===== src/rtl/cpu_record_extractor_pkg.sv =====
// rtl/cpu_record_extractor_pkg.sv - shared state encodings, ASCII and verdict codes for the record extractor
package cpu_record_extractor_pkg;

  typedef enum logic [3:0] {
    S_IDLE,
    S_TIME,
    S_PC,
    S_SEP,
    S_TGT,
    S_ARROW,
    S_EQ,
    S_DATA,
    S_DONE
  } state_e;

  localparam logic [7:0] CH_CARET  = 8'h5E;
  localparam logic [7:0] CH_AT     = 8'h40;
  localparam logic [7:0] CH_COLON  = 8'h3A;
  localparam logic [7:0] CH_STAR   = 8'h2A;
  localparam logic [7:0] CH_DOLLAR = 8'h24;
  localparam logic [7:0] CH_LT     = 8'h3C;
  localparam logic [7:0] CH_EQ     = 8'h3D;
  localparam logic [7:0] CH_HASH   = 8'h23;
  localparam logic [7:0] CH_SPACE  = 8'h20;

  localparam logic [1:0] FT_NONE = 2'd0;
  localparam logic [1:0] FT_REG  = 2'd1;
  localparam logic [1:0] FT_MEM  = 2'd2;

endpackage


===== src/rtl/cpu_record_extractor_ascii_digit_decode.sv =====
// rtl/cpu_record_extractor_ascii_digit_decode.sv - combinational ASCII decimal/lowercase-hex digit classifier
module ascii_digit_decode (
  input  logic [7:0] char_i,
  output logic       is_dec_o,
  output logic       is_hex_o,
  output logic [3:0] nibble_o
);

  always_comb begin
    is_dec_o = 1'b0;
    is_hex_o = 1'b0;
    nibble_o = 4'h0;
    if (char_i >= 8'h30 && char_i <= 8'h39) begin
      is_dec_o = 1'b1;
      is_hex_o = 1'b1;
      nibble_o = 4'(char_i - 8'h30);
    end else if (char_i >= 8'h61 && char_i <= 8'h66) begin
      is_hex_o = 1'b1;
      nibble_o = 4'(char_i - 8'h57);
    end
  end

endmodule


===== src/rtl/cpu_record_extractor.sv =====
// rtl/cpu_record_extractor.sv - tentative trace-record field decoder that commits only on the checker's verdict
module cpu_record_extractor
  import cpu_record_extractor_pkg::*;
#(
  parameter int CNT_W = 16
) (
  input  logic             clk_i,
  input  logic             reset_i,
  input  logic [7:0]       char_i,
  input  logic [1:0]       format_type_i,
  output logic             rec_valid_o,
  output logic [1:0]       rec_kind_o,
  output logic [15:0]      rec_time_o,
  output logic [31:0]      rec_pc_o,
  output logic [31:0]      rec_target_o,
  output logic [31:0]      rec_data_o,
  output logic [CNT_W-1:0] reg_cnt_o,
  output logic [CNT_W-1:0] mem_cnt_o,
  output logic             desync_o
);

  logic       is_dec, is_hex;
  logic [3:0] nib;

  ascii_digit_decode u_digit (
    .char_i   (char_i),
    .is_dec_o (is_dec),
    .is_hex_o (is_hex),
    .nibble_o (nib)
  );

  state_e          state_q;
  logic [15:0]     time_q;
  logic [31:0]     pc_q, target_q, data_q;
  logic            kind_mem_q, data_seen_q;
  logic            rec_valid_q, desync_q;
  logic [1:0]      rec_kind_q;
  logic [15:0]     rec_time_q;
  logic [31:0]     rec_pc_q, rec_target_q, rec_data_q;
  logic [CNT_W-1:0] reg_cnt_q, mem_cnt_q;

  logic [15:0] time_d;
  logic [31:0] pc_d, tgt_hex_d, tgt_dec_d, data_d;

  always_comb begin
    time_d    = time_q * 16'd10 + {12'd0, nib};
    pc_d      = {pc_q[27:0], nib};
    tgt_hex_d = {target_q[27:0], nib};
    tgt_dec_d = target_q * 32'd10 + {28'd0, nib};
    data_d    = {data_q[27:0], nib};
  end

  always_ff @(posedge clk_i) begin
    if (reset_i) begin
      state_q      <= S_IDLE;
      time_q       <= '0;
      pc_q         <= '0;
      target_q     <= '0;
      data_q       <= '0;
      kind_mem_q   <= 1'b0;
      data_seen_q  <= 1'b0;
      rec_valid_q  <= 1'b0;
      rec_kind_q   <= '0;
      rec_time_q   <= '0;
      rec_pc_q     <= '0;
      rec_target_q <= '0;
      rec_data_q   <= '0;
      reg_cnt_q    <= '0;
      mem_cnt_q    <= '0;
      desync_q     <= 1'b0;
    end else begin
      rec_valid_q <= 1'b0;
      // Commit reads the shadow as it stood before this edge, so a '^' here cannot corrupt it.
      if (format_type_i != FT_NONE) begin
        if (state_q == S_DONE) begin
          rec_valid_q  <= 1'b1;
          rec_kind_q   <= format_type_i;
          rec_time_q   <= time_q;
          rec_pc_q     <= pc_q;
          rec_target_q <= target_q;
          rec_data_q   <= data_q;
          if (format_type_i == FT_REG && reg_cnt_q != '1) reg_cnt_q <= reg_cnt_q + 1'b1;
          if (format_type_i == FT_MEM && mem_cnt_q != '1) mem_cnt_q <= mem_cnt_q + 1'b1;
        end else begin
          desync_q <= 1'b1;
        end
      end

      case (state_q)
        S_IDLE, S_DONE: begin
          if (char_i == CH_CARET) begin
            state_q     <= S_TIME;
            time_q      <= '0;
            pc_q        <= '0;
            target_q    <= '0;
            data_q      <= '0;
            kind_mem_q  <= 1'b0;
            data_seen_q <= 1'b0;
          end else begin
            state_q <= S_IDLE;
          end
        end
        S_TIME: begin
          if (is_dec)                 time_q  <= time_d;
          else if (char_i == CH_AT)   state_q <= S_PC;
          else                        state_q <= S_IDLE;
        end
        S_PC: begin
          if (is_hex)                  pc_q    <= pc_d;
          else if (char_i == CH_COLON) state_q <= S_SEP;
          else                         state_q <= S_IDLE;
        end
        S_SEP: begin
          if (char_i == CH_SPACE) begin
            state_q <= S_SEP;
          end else if (char_i == CH_STAR) begin
            state_q    <= S_TGT;
            kind_mem_q <= 1'b1;
          end else if (char_i == CH_DOLLAR) begin
            state_q    <= S_TGT;
            kind_mem_q <= 1'b0;
          end else begin
            state_q <= S_IDLE;
          end
        end
        S_TGT: begin
          if (kind_mem_q && is_hex)       target_q <= tgt_hex_d;
          else if (!kind_mem_q && is_dec) target_q <= tgt_dec_d;
          else if (char_i == CH_SPACE)    state_q  <= S_ARROW;
          else if (char_i == CH_LT)       state_q  <= S_EQ;
          else                            state_q  <= S_IDLE;
        end
        S_ARROW: begin
          if (char_i == CH_SPACE)      state_q <= S_ARROW;
          else if (char_i == CH_LT)    state_q <= S_EQ;
          else                         state_q <= S_IDLE;
        end
        S_EQ: begin
          state_q <= (char_i == CH_EQ) ? S_DATA : S_IDLE;
        end
        S_DATA: begin
          if (is_hex) begin
            data_q      <= data_d;
            data_seen_q <= 1'b1;
          end else if (char_i == CH_SPACE && !data_seen_q) begin
            state_q <= S_DATA;
          end else if (char_i == CH_HASH) begin
            state_q <= S_DONE;
          end else begin
            state_q <= S_IDLE;
          end
        end
        default: state_q <= S_IDLE;
      endcase
    end
  end

  assign rec_valid_o  = rec_valid_q;
  assign rec_kind_o   = rec_kind_q;
  assign rec_time_o   = rec_time_q;
  assign rec_pc_o     = rec_pc_q;
  assign rec_target_o = rec_target_q;
  assign rec_data_o   = rec_data_q;
  assign reg_cnt_o    = reg_cnt_q;
  assign mem_cnt_o    = mem_cnt_q;
  assign desync_o     = desync_q;

endmodule


===== config.mk =====
export PLATFORM = sky130hd
export DESIGN_NAME = cpu_record_extractor
export DESIGN_NICKNAME = d
export VERILOG_FILES = /design/src/rtl/cpu_record_extractor_pkg.sv /design/src/rtl/cpu_record_extractor_ascii_digit_decode.sv /design/src/rtl/cpu_record_extractor.sv
export SDC_FILE = /design/constraint.sdc
export NUM_CORES = 1
export LEC_CHECK = 0
export ABC_AREA = 1
export BUFFER_PORTS_ARGS = -buffer_cell sky130_fd_sc_hd__buf_2
export CORE_ASPECT_RATIO = 1.1
export CORE_MARGIN = 2
export CORE_UTILIZATION = 53
export DETAILED_ROUTE_END_ITERATION = 6
export PLACE_DENSITY = 0.7
export SETUP_SLACK_MARGIN = 0.3
export SLEW_MARGIN = 30
export SYNTH_ARGS = -nofsm -noshare
export SYNTH_HDL_FRONTEND = slang
export SYNTH_SLANG_ARGS = --single-unit

===== constraint.sdc =====
create_clock -name clk_i -period 8 [get_ports clk_i]
set_input_delay 1.6 -clock clk_i [delete_from_list [all_inputs] [get_ports clk_i]]
set_output_delay 1.6 -clock clk_i [all_outputs]
set_load 0.01 [all_outputs]

==> key figures <==
Global routing
  • Busiest grt layer: met2
  • Vias in the first global route: 12,800
  • Met2 GRT Util: 44.4%
  • Pin count of the biggest net entering global routing: 123
  • Met3 Usage GRT: 3.25%
  • Initial antenna violation count: 1
  • First-pass GRT wire length: 62.5 mm
  • GRT Total Usage: 25.9%
  • Grt ovf: 0
  • GRT met1 Usage: 34.6%

Setup path
  • Worst setup SP type: input pin
  • CP Max Fanout: 6
  • Crit Path Class: in -> reg
  • CP most frequent cell: nand2_1
  • CP required: 8.39 ns
  • Critical path, cell by cell: buf_2 > inv_1 > ha_1 > inv_1 > nor3_1 > nor4_2 > nor2_1 > a21oi_1 > ha_1 > nand3_1 > nand2_1 > nand2_1 > nor2_1 > nand3_2 > nor2_2 > nand2_2 > nor2_8 > nand3_4 > nor2_4 > nand4_1 > nand2_1 > nand2_1 > nand2_1 > a21oi_2
  • CP endpoint kind: register
  • Worst path slowest cell: a21oi_1
  • Crit-path max cell delay: 0.49 ns
  • Arr. time, crit path: 5.13 ns

Die
  • Die height: 178 um
  • Row cnt: 63
  • Ports: 160
  • Core area: 0.0270 mm2
  • Chip width: 162 um
  • Die footprint: 0.0287 mm2
  • Initial core utilization: 53.9%

STA
  • Fmax: 0.211 GHz
  • Unrepaired setup endpoints after global routing: no
  • Worst Skew: 0.0176 ns
  • # setup viols final: 0
  • Max Slew Vio Count: 0
  • Tightest Pin Transition: 0.906 ns
  • Fin crit period: 4.74 ns
  • Setup TNS: 0 ns
  • Slew margin rel.: 39.6%
  • Final Cycle Share: 59.3%
  • Endpoints failing hold: 0

Logic synthesis
  • Number of synthesized register bits: 266
  • Fraction of registers with async set/reset: 0%
  • Area fraction of the dominant cell type after synthesis: 36.7%
  • Synth unique cells: 47
  • Post-synth EDFFs: 0
  • Most used DFF post-synth: dfxtp_1
  • Post-Syn Area: 0.0145 mm2
  • YS warnings: 0
  • Syn_nets: 2,244
  • Synth area leaders: dfxtp_1 (37%), nand2_1 (18%), a21oi_1 (9.6%)
  • Sequential cell area fraction in the yosys report: 36.7%
  • Post-Syn Area per Cell: 6.79 um2
  • Largest area contributor in the netlist: dfxtp_1
  • Synth Instances: 2,138

Clocking
  • Post-CTS Repair Setup Buffers: 0
  • Clock transition at path regs: 0.06 ns
  • CTS Hold Buffers Added: 0
  • Clk_lat worst skew: 0.54 ns
  • Post-CTS sizing: 0
  • CTS buffer count: 27
  • Clock Sinks: 266
  • CTS tree: yes
  • CTS H-tree lvls: 1
  • Clock root buffer: clkbuf_16
  • CTS Buffer Depth: 3

Hold path
  • Worst min path class: reg -> reg

Route
  • Final wirelength: 38.3 mm
  • Avg Vias per Cell: 5.35
  • Drt pass-1 iters: 5
  • Post-DRT Antenna Nets: 0
  • Drt wl/cell: 14.5 um
  • DRT iter0 DRCs: 880
  • DR vias: 14,100
  • Number of remaining DRC errors: 0

Status
  • Status: complete, no violations

Final layout
  • Share of layout cells above drive strength 1: 12.8%
  • Fin util: 61.0%
  • Final nets: 2,361
  • Syn-to-layout area delta: 13.2%

Placement
  • Port bufs: 159
  • Post-DP HPWL: 27.6 mm
  • Gp weighted congestion: 0.937

Power and ir drop
  • P_leak: 7.61 nW
  • Pwr Total: 2.62 mW
  • Pwr dens: 159 mW/mm2
  • Max VDD drop: 0.152 mV

Job
  • Max-cap violations: 0
[Yosys cell counts (4+ instances only)]
master / count
fa_1: 4
nand2_2: 17
o21ai_0: 72
xor2_1: 19
a31oi_1: 5
o211ai_1: 14
nor3b_1: 7
nor3_1: 27
nor4_1: 5
and2_1: 5
buf_2: 12
nor2_1: 167
nand4_1: 28
nor2_2: 11
ha_1: 90
nand3_1: 79
dfxtp_1: 266
nand3_2: 7
clkbuf_1: 68
nand2_1: 684
a21oi_1: 278
xnor2_1: 15
nand3b_1: 6
a21oi_2: 4
inv_2: 16
inv_1: 193
nor2_4: 6
or2_2: 5
[flip-flops by register name (all words and copies together) (netlist names), 4 cells and up]
| register | count |
|---|---|
| rec_data_o | 32 |
| pc_q | 32 |
| state_q | 4 |
| mem_cnt_o | 16 |
| rec_pc_o | 32 |
| rec_time_o | 16 |
| target_q | 32 |
| reg_cnt_o | 16 |
| data_q | 32 |
| time_q | 16 |
| rec_target_o | 32 |
[kinds of logic after synthesis]
kind of cell | synth area share (%)
compound gates | 14.1
xor+xnor | 2.05
fa+ha+maj | 8.31
buf+inv | 7.60
flops | 36.7
simple gates | 31.2
[per-stage QoR]
| step | instance area, um2 | hold WS [ns] | std cells | setup slack [ns] |
|---|---|---|---|---|
| after global placement | 15500 | 0.444 | 2583 | 2.90 |
| final | 16400 | 0.456 | 2632 | 3.26 |
| after global routing | 16400 | 0.477 | 2631 | 2.82 |
| after detailed placement | 15600 | 0.451 | 2583 | 2.71 |
| after CTS | 16400 | 0.459 | 2631 | 3.27 |
| after floorplan | 14500 | 0.438 | 2138 | 3.41 |
[per-layer routing]
layer	vias to the layer above	wire length, um	part of all wire (%)
li1	7156	-	-
met1	6439	17300	45
met4	0	892	2.3
met2	421	17900	47
met5	-	0	0
met3	59	2200	5.7
[final cells by class]
cell class | count | area [um2]
clock inverters | 7 | 78.8
repair buffers | 168 | 877
fillers | 2623 | 10500
diodes | 1 | 2.50
inverters | 210 | 790
well taps | 357 | 447
flip-flops and latches | 266 | 5330
multi-input cells | 1582 | 8120
clock buffers | 41 | 808
[placed cells by master (no fill, tap or decap), types with 7 or more instances in the layout]
master and n:
ha_1 90, nor2_2 14, xor2_1 19, dfxtp_1 266
inv_2 16, inv_1 193, o211ai_1 14, o21ai_0 72
clkbuf_16 27, nor3b_1 7, clkbuf_8 8, nand2_1 683
xnor2_1 15, buf_4 7, nand3_1 79, buf_2 158
nand4_1 28, a21oi_1 278, nor2_1 163, nor3_1 27
nand2_2 17, nor2_4 7, nand3_2 7
[worst paths after layout]
check / from / depth (start not counted) / slack, ns / endpoint
worst max-delay path: char_i[0] / 24 / 3.26 / target_q[28]
worst min-delay path: pc_q[29] / 2 / 0.46 / rec_pc_o[29]
worst max register to register: target_q[1] / 19 / 4.52 / target_q[28]
worst min register to register: pc_q[29] / 2 / 0.46 / rec_pc_o[29]
[worst max-delay path: cells and delay by family]
kind / cells / cell delay [ns]
AOI/OAI and AO/OA: 2 / 0.54
adders and majority gates: 2 / 0.53
buffers and inverters: 3 / 0.32
and+or+nand+nor: 17 / 2.13
[power by group]
part           internal [mW]  switching [mW]  leakage (nW)
registers               1.33        0.000799          2.14
clock network          0.730           0.518         0.441
logic                0.00982          0.0357          5.02
Power figures use the tool's default switching activity.
